**config.mk**
```make
export PLATFORM = sky130hd
export DESIGN_NAME = panel_loader
export DESIGN_NICKNAME = d
export VERILOG_FILES = /design/src/rtl/panel_loader.sv
export SDC_FILE = /design/constraint.sdc
export NUM_CORES = 1
export LEC_CHECK = 0
export CAP_MARGIN = 25
export CORE_ASPECT_RATIO = 0.6
export CORE_MARGIN = 2
export CORE_UTILIZATION = 59
export CTS_CLUSTER_DIAMETER = 150
export DETAILED_ROUTE_END_ITERATION = 12
export PLACE_DENSITY = 0.82
export SYNTH_ARGS = -nofsm -noshare
export SYNTH_HDL_FRONTEND = slang
export SYNTH_SLANG_ARGS = --single-unit
```
**constraint.sdc**
```tcl
create_clock -name iClock -period 4 [get_ports iClock]
set_input_delay 0.4 -clock iClock [delete_from_list [all_inputs] [get_ports iClock]]
set_output_delay 0.4 -clock iClock [all_outputs]
set_load 0.05 [all_outputs]
```
**src/rtl/panel_loader.sv**
```systemverilog
`timescale 1ns/1ps
// panel_loader
//   Front-panel word loader. Debounces three pushbuttons, composes a 32-bit
//   word from switch nibbles and writes it into CPU memory over a
//   request/acknowledge port.
//
// Ports
//   iClock      system clock, rising edge
//   iReset      asynchronous, active-low reset
//   iKeyDigit   raw key (0 = pressed): shift iNibble into the entry
//   iKeyWrite   raw key (0 = pressed): write entry / load address
//   iKeyClear   raw key (0 = pressed): clear the entry
//   iNibble     hex digit from the switches
//   iAddrLoad   1: a Write press loads the address register instead
//   iWrAck      memory acknowledge for the pending write
//   oEntry      word being composed
//   oDigits     nibbles entered, saturating at 8
//   oWrReq      write request, held until acknowledged
//   oWrAddr     current write address
//   oWrData     data of the pending write
//   oBusy       high while a write request is outstanding
module panel_loader #(
  parameter int ADDR_WIDTH      = 8,
  parameter int DEBOUNCE_CYCLES = 250000
) (
  input  logic                  iClock,
  input  logic                  iReset,
  input  logic                  iKeyDigit,
  input  logic                  iKeyWrite,
  input  logic                  iKeyClear,
  input  logic [3:0]            iNibble,
  input  logic                  iAddrLoad,
  input  logic                  iWrAck,
  output logic [31:0]           oEntry,
  output logic [3:0]            oDigits,
  output logic                  oWrReq,
  output logic [ADDR_WIDTH-1:0] oWrAddr,
  output logic [31:0]           oWrData,
  output logic                  oBusy
);

  localparam int CW = $clog2(DEBOUNCE_CYCLES);
  localparam logic [CW-1:0] CNT_LAST = CW'(DEBOUNCE_CYCLES - 1);

  // Key bit order throughout: [2] Clear, [1] Write, [0] Digit.
  logic [2:0]    w_key_raw;
  logic [2:0]    r_sync1;
  logic [2:0]    r_sync2;
  logic [2:0]    r_db;
  logic [2:0]    r_db_d;
  logic [2:0]    r_evt;
  logic [CW-1:0] r_cnt [3];

  assign w_key_raw = {iKeyClear, iKeyWrite, iKeyDigit};

  // Debounced level only follows the synchronized level after it has
  // differed for DEBOUNCE_CYCLES consecutive cycles; any bounce restarts.
  // The press pulse is registered from the debounced falling edge.
  always_ff @(posedge iClock or negedge iReset) begin
    if (!iReset) begin
      r_sync1 <= '1;
      r_sync2 <= '1;
      r_db    <= '1;
      r_db_d  <= '1;
      r_evt   <= '0;
      for (int unsigned k = 0; k < 3; k++) r_cnt[k] <= '0;
    end else begin
      r_sync1 <= w_key_raw;
      r_sync2 <= r_sync1;
      r_db_d  <= r_db;
      r_evt   <= r_db_d & ~r_db;
      for (int unsigned k = 0; k < 3; k++) begin
        if (r_sync2[k] == r_db[k]) begin
          r_cnt[k] <= '0;
        end else if (r_cnt[k] == CNT_LAST) begin
          r_db[k]  <= r_sync2[k];
          r_cnt[k] <= '0;
        end else begin
          r_cnt[k] <= r_cnt[k] + 1'b1;
        end
      end
    end
  end

  typedef enum logic {S_IDLE, S_REQ} state_t;

  state_t                r_state, w_state_nxt;
  logic [31:0]           r_entry, w_entry_nxt;
  logic [3:0]            r_digits, w_digits_nxt;
  logic [ADDR_WIDTH-1:0] r_addr, w_addr_nxt;
  logic [31:0]           r_data, w_data_nxt;
  logic                  r_req, w_req_nxt;

  always_ff @(posedge iClock or negedge iReset) begin
    if (!iReset) begin
      r_state  <= S_IDLE;
      r_entry  <= '0;
      r_digits <= '0;
      r_addr   <= '0;
      r_data   <= '0;
      r_req    <= 1'b0;
    end else begin
      r_state  <= w_state_nxt;
      r_entry  <= w_entry_nxt;
      r_digits <= w_digits_nxt;
      r_addr   <= w_addr_nxt;
      r_data   <= w_data_nxt;
      r_req    <= w_req_nxt;
    end
  end

  // The if/else chain gives Clear > Write > Digit; lower events are dropped.
  always_comb begin
    w_state_nxt  = r_state;
    w_entry_nxt  = r_entry;
    w_digits_nxt = r_digits;
    w_addr_nxt   = r_addr;
    w_data_nxt   = r_data;
    w_req_nxt    = r_req;
    case (r_state)
      S_IDLE: begin
        if (r_evt[2]) begin
          w_entry_nxt  = '0;
          w_digits_nxt = '0;
        end else if (r_evt[1]) begin
          if (iAddrLoad) begin
            w_addr_nxt   = r_entry[ADDR_WIDTH-1:0];
            w_entry_nxt  = '0;
            w_digits_nxt = '0;
          end else begin
            w_data_nxt  = r_entry;
            w_req_nxt   = 1'b1;
            w_state_nxt = S_REQ;
          end
        end else if (r_evt[0]) begin
          w_entry_nxt  = {r_entry[27:0], iNibble};
          w_digits_nxt = (r_digits == 4'd8) ? 4'd8 : r_digits + 4'd1;
        end
      end
      S_REQ: begin
        if (iWrAck) begin
          w_req_nxt    = 1'b0;
          w_addr_nxt   = r_addr + 1'b1;
          w_entry_nxt  = '0;
          w_digits_nxt = '0;
          w_state_nxt  = S_IDLE;
        end
      end
    endcase
  end

  assign oEntry  = r_entry;
  assign oDigits = r_digits;
  assign oWrReq  = r_req;
  assign oWrAddr = r_addr;
  assign oWrData = r_data;
  assign oBusy   = (r_state == S_REQ);

endmodule

```
== After elaboration in Yosys (flattened, before gate mapping) ==
Cells that the tools add are included.

* Register bits after elaboration: 147
* Bits of input ports: 11
* Output and inout bits: 78
* Logic and storage cells: 84

* Add/sub/neg operators: 5
* Equal/unequal tests: 14
* Multiplexer cells: 34
* Bitwise logic cells: 8
* Reduce and logical (&&, ||, !) cells: 7

{| class="wikitable"
|+ Operators by type and width
! operator !! number
|-
| 2-to-1 mux 32 bit || 5
|-
| 2-to-1 mux 18 bit || 6
|-
| case mux 32 bit (2 select lines) || 1
|-
| adder 18 x 1 -> 18 bit (second input constant) || 3
|-
| == test 18 bit (second input constant) || 3
|-
| 2-to-1 mux 8 bit || 4
|-
| 2-to-1 mux 4 bit || 6
|-
| case mux 8 bit (2 select lines) || 1
|-
| AND reduction 4 bit || 3
|-
| != test 2 bit (second input constant) || 5
|-
| adder 8 x 1 -> 8 bit (second input constant) || 1
|-
| 2-to-1 mux 1 bit || 8
|-
| != test 4 bit (second input constant) || 2
|-
| case mux 4 bit (2 select lines) || 1
|-
| inverter 1 bit || 6
|-
| AND reduction 2 bit || 3
|-
| adder 4 x 1 -> 4 bit (second input constant) || 1
|-
| == test 4 bit (second input constant) || 1
|-
| case mux 1 bit (2 select lines) || 2
|-
| bitwise AND 3 bit || 1
|-
| == test 1 bit || 3
|-
| inverter 3 bit || 1
|-
| AND reduction 3 bit || 1
|}

== Longest topological paths before layout ==
* Depth after elaboration: 6
* Gate-level depth with buffers: 6
* Gate-level depth less buffers: 6

== Worst setup path after synthesis ==
Ideal clock, no wire load.

* Kind: register -> register
* Start: register r_state, in the netlist oBusy
* End: register r_addr[3], in the netlist oWrAddr[3]
* Setup time: 136 ps
* Arrival: 2003 ps
* Data required time: 3864 ps
* Path slack: 1862 ps
* Cell stages (with the launch flop): 6
* Buffers on the path: 2
* Period minus slack after synthesis: 2138 ps
* Cells stage by stage: dfrtp_1 > buf_2 > nor4bb_1 > buf_2 > mux2i_1 > o21ai_0

* Longest elaborated chain between the ends: 3
* Elaborated cells on any way between the ends: 7
* Those cells by class: eq/ne: 4; mux: 1; bitwise: 1; reduce/logical: 1

{| class="wikitable"
|+ RTL lines
! item !! RTL line !! text
|-
| start, declared || 87 || <nowiki>state_t r_state, w_state_nxt;</nowiki>
|-
| start signal, assigned || 103 || <nowiki>r_state <= w_state_nxt;</nowiki>
|-
| inverter 1 bit || n/a ||
|-
| != test 2 bit (no source line) || n/a ||
|-
| AND reduction 4 bit (no source line) || n/a ||
|-
| end signal, assigned || 106 || <nowiki>r_addr <= w_addr_nxt;</nowiki>
|-
| end, declared || 90 || <nowiki>logic [ADDR_WIDTH-1:0] r_addr, w_addr_nxt;</nowiki>
|}

Several ways; a longest one is shown, not always the timed one.
A chain may end at the register's enable or synchronous reset.

== Worst setup path in the final report ==
* Start: register r_state, in the netlist oBusy
* End: output oBusy

{| class="wikitable"
|+ RTL lines
! item !! RTL line !! text
|-
| end, declared || 39 || <nowiki>output logic oBusy</nowiki>
|}

No word-level cell between the ends.

==> qor.csv <==
metric,value,unit
top-area cell type share of the netlist area,52.0,%
Clock Skew,0.0151,ns
initial antenna violation count,0,
CTS tree,yes,
ys async rst share,100,%
number of flops mapped to enable cells by yosys,0,
CTS Sinks,147,
Max Slew Vio Count,0,
Antenna Cells,0,
reg2reg start,r_cnt[28],
critical-path cell list,clkdlybuf4s50_1,
total leakage power,3.43,nW
critical path class,reg -> out,
Critical Path Slowest Stage Cell,clkdlybuf4s50_1,
ANT nets after route,0,
RR Endpoint,r_cnt[25],
crit-path max FO,22,
die area,11900,µm²
"Req. time, crit path",3.60,ns
Area Growth Syn to Fin,25.3,%
post-CTS setup buffers,0,
Synth Area in Simple Gates,18.7,%
first-pass GRT wire length,25.0,mm
# rows,29,
fmax,0.381,GHz
Die X,139,µm
Die Y-Extent,85.3,µm
Top delay family on crit path,buffers and inverters,
io pins,89,
leading area contributor after synthesis,dfrtp_1,
CTS buffer count,17,
period utilisation layout,65.6,%
fin nets,709,
fillers,680,
via count,4957,
layout cells sized above 1,14.2,%
GPL Wtd Cong,0.903,
r2r worst-path depth,4,
Slew @ Worst Pin,1.03,ns
Hold Path Class,in -> async,
PD cells,392,nW/µm²
Syn Nets,616,
core area,10600,µm²
initial DRC count,450,
H-tree depth,4,
post-synthesis compound-gate area fraction,7.91,%
initial core utilization,61.1,%
placed cells,812,
Worst-Skew Late Latency,0.42,ns
Rel. slew slack,31.0,%
Period minus WS final,2.63,ns
IO Port Bufs,88,
top-count cell post-synth,dfrtp_1,
Worst Path Arrival,2.23,ns
wire per inst,17.7,µm
Detailed Route WL,14.9,mm
DRT Pass-1 Iters,5,
Layout Cells excl Fill,844,
HPWL Detailed,10.3,mm
final core utilization,76.6,%
CP Capture Type,output pin,
largest net degree at the start of global routing,98,
Gate Count Post-Synth,599,
"Hold-fix buffers, CTS",0,
Avg Inst Size Synth,10.8,µm²
Synth Area in XOR/XNOR,6.06,%
adder-cell area share of the yosys netlist,1.16,%
mapped cell area,6500,µm²
clk buf depth,2,
Root Buffer,clkbuf_16,
RSZ-0062 raised after global routing,no,
vias in the first global route,4849,
#FFs+latches synth,147,
Vias/cell,5.87,
crit path launch type,flip-flop,
"Distinct cells, synth",49,
CTS resizes,0,
post-synthesis mux area share,7.18,%
Post-synth top flop,dfrtp_1,
Syn. warnings,0,
"Clk pin slew, worst setup/hold paths",0.07,ns
main area contributors after synthesis,"dfrtp_1, mux2_2, dfstp_2, nand2_1, xnor2_1",
Fin. Hold Viols,0,
VDD IR max,0.311,mV
main combinational cell family by area after synthesis,simple AND/OR/NAND/NOR gates,
worst hold slack,0.0488,ns
"slowest stage delay, CP",0.94,ns
status,completed,
setup TNS,0,ns
Residual DRC,0,
R2R Setup Slk,1.73,ns
GR Overflow Total,0,
Post-synth top cells,"dfrtp_1, nand2_1, nor2_1",
Bufs and invs on worst path,1,
maxcap violations,0,
sequential share of the synthesized area,56.8,%
total global-route track usage,27.0,%
final setup fails,0,
==> where the power goes <==
part	switching, mW	internal (mW)	leakage (nW)
clock	0.667	0.940	0.287
combinational	0.0501	0.0226	1.15
sequential	0.0101	1.50	2.00
==> cell usage in the layout, fill, tap and decap left out, drive strengths merged, types with 2 or more instances in the layout <==
cell type,n
nand3b,3
nand2b,2
dfstp,12
o41ai,3
a22oi,3
clkinv,2
nor4,19
xor2,11
a211oi,4
or4,7
nor2b,8
and4,2
or3,2
clkbuf,18
nand4,19
nor4b,3
clkdlybuf4s50,87
clkinvlp,2
xnor2,34
nand3,20
a31oi,2
nor3,11
mux2,37
a21oi,7
and3,2
o31ai,7
o21ai,43
ha,6
mux2i,5
buf,8
dfrtp,135
bufinv,2
a21o,2
nor2,61
nand2,83
inv,22
==> cell type report <==
| type | count | area, µm² | share of cell area, % |
|---|---|---|---|
| clock inverter | 14 | 168 | 2.06 |
| tap | 139 | 174 | 2.14 |
| clock buffer | 18 | 429 | 5.27 |
| multi-input combinational | 417 | 2690 | 33.1 |
| sequential | 147 | 3690 | 45.4 |
| timing repair buffer | 95 | 935 | 11.5 |
| inverter | 14 | 52.6 | 0.645 |
==> flip-flops by register name, indices dropped and copies added, names as in the netlist <==
name / flops
oWrReq: 1
r_evt: 3
r_sync1: 3
r_db_d: 3
oEntry: 32
oWrAddr: 8
oBusy: 1
oDigits: 4
r_sync2: 3
r_cnt: 54
r_db: 3
oWrData: 32
==> logic make-up after synthesis <==
group,count (synthesis)
DFF,147
AOI/OAI and AO/OA,77
muxes,42
adders and majority gates,6
xor gates and xnor gates,45
buffers and inverters,35
and+or+nand+nor,247
==> worst max path at each step <==
stage | depth (start not counted) | end | from
6_report | 1 | oBusy | oBusy
4_1_cts | 1 | oBusy | oBusy
2_1_floorplan | 5 | oWrAddr[3] | oBusy
3_5_place_dp | 6 | oDigits[0] | iWrAck
3_3_place_gp | 6 | oDigits[0] | iWrAck
5_1_grt | 1 | oBusy | oBusy
==> routing by layer <==
layer  part of all wire, %  GRT usage, %  wire length, µm  up-vias
li1                      -             -                -     2296
met1                    47          39.3             7010     2453
met3                   6.5          7.22              976       18
met4                   1.0          7.44              151        0
met5                     0             0                0        -
met2                    46          40.6             6800      190
==> per-stage QoR <==
stage | setup WS, ns | total power [mW] | instance area, µm²
4_1_cts | 1.38 | 3.21 | 8140
3_3_place_gp | 1.75 | 1.61 | 7550
5_1_grt | 1.32 | 3.30 | 8140
6_report | 1.37 | 3.19 | 8140
2_1_floorplan | 1.86 | 1.56 | 6500
3_5_place_dp | 1.70 | 1.61 | 7550
Power figures use the tool's default switching activity.
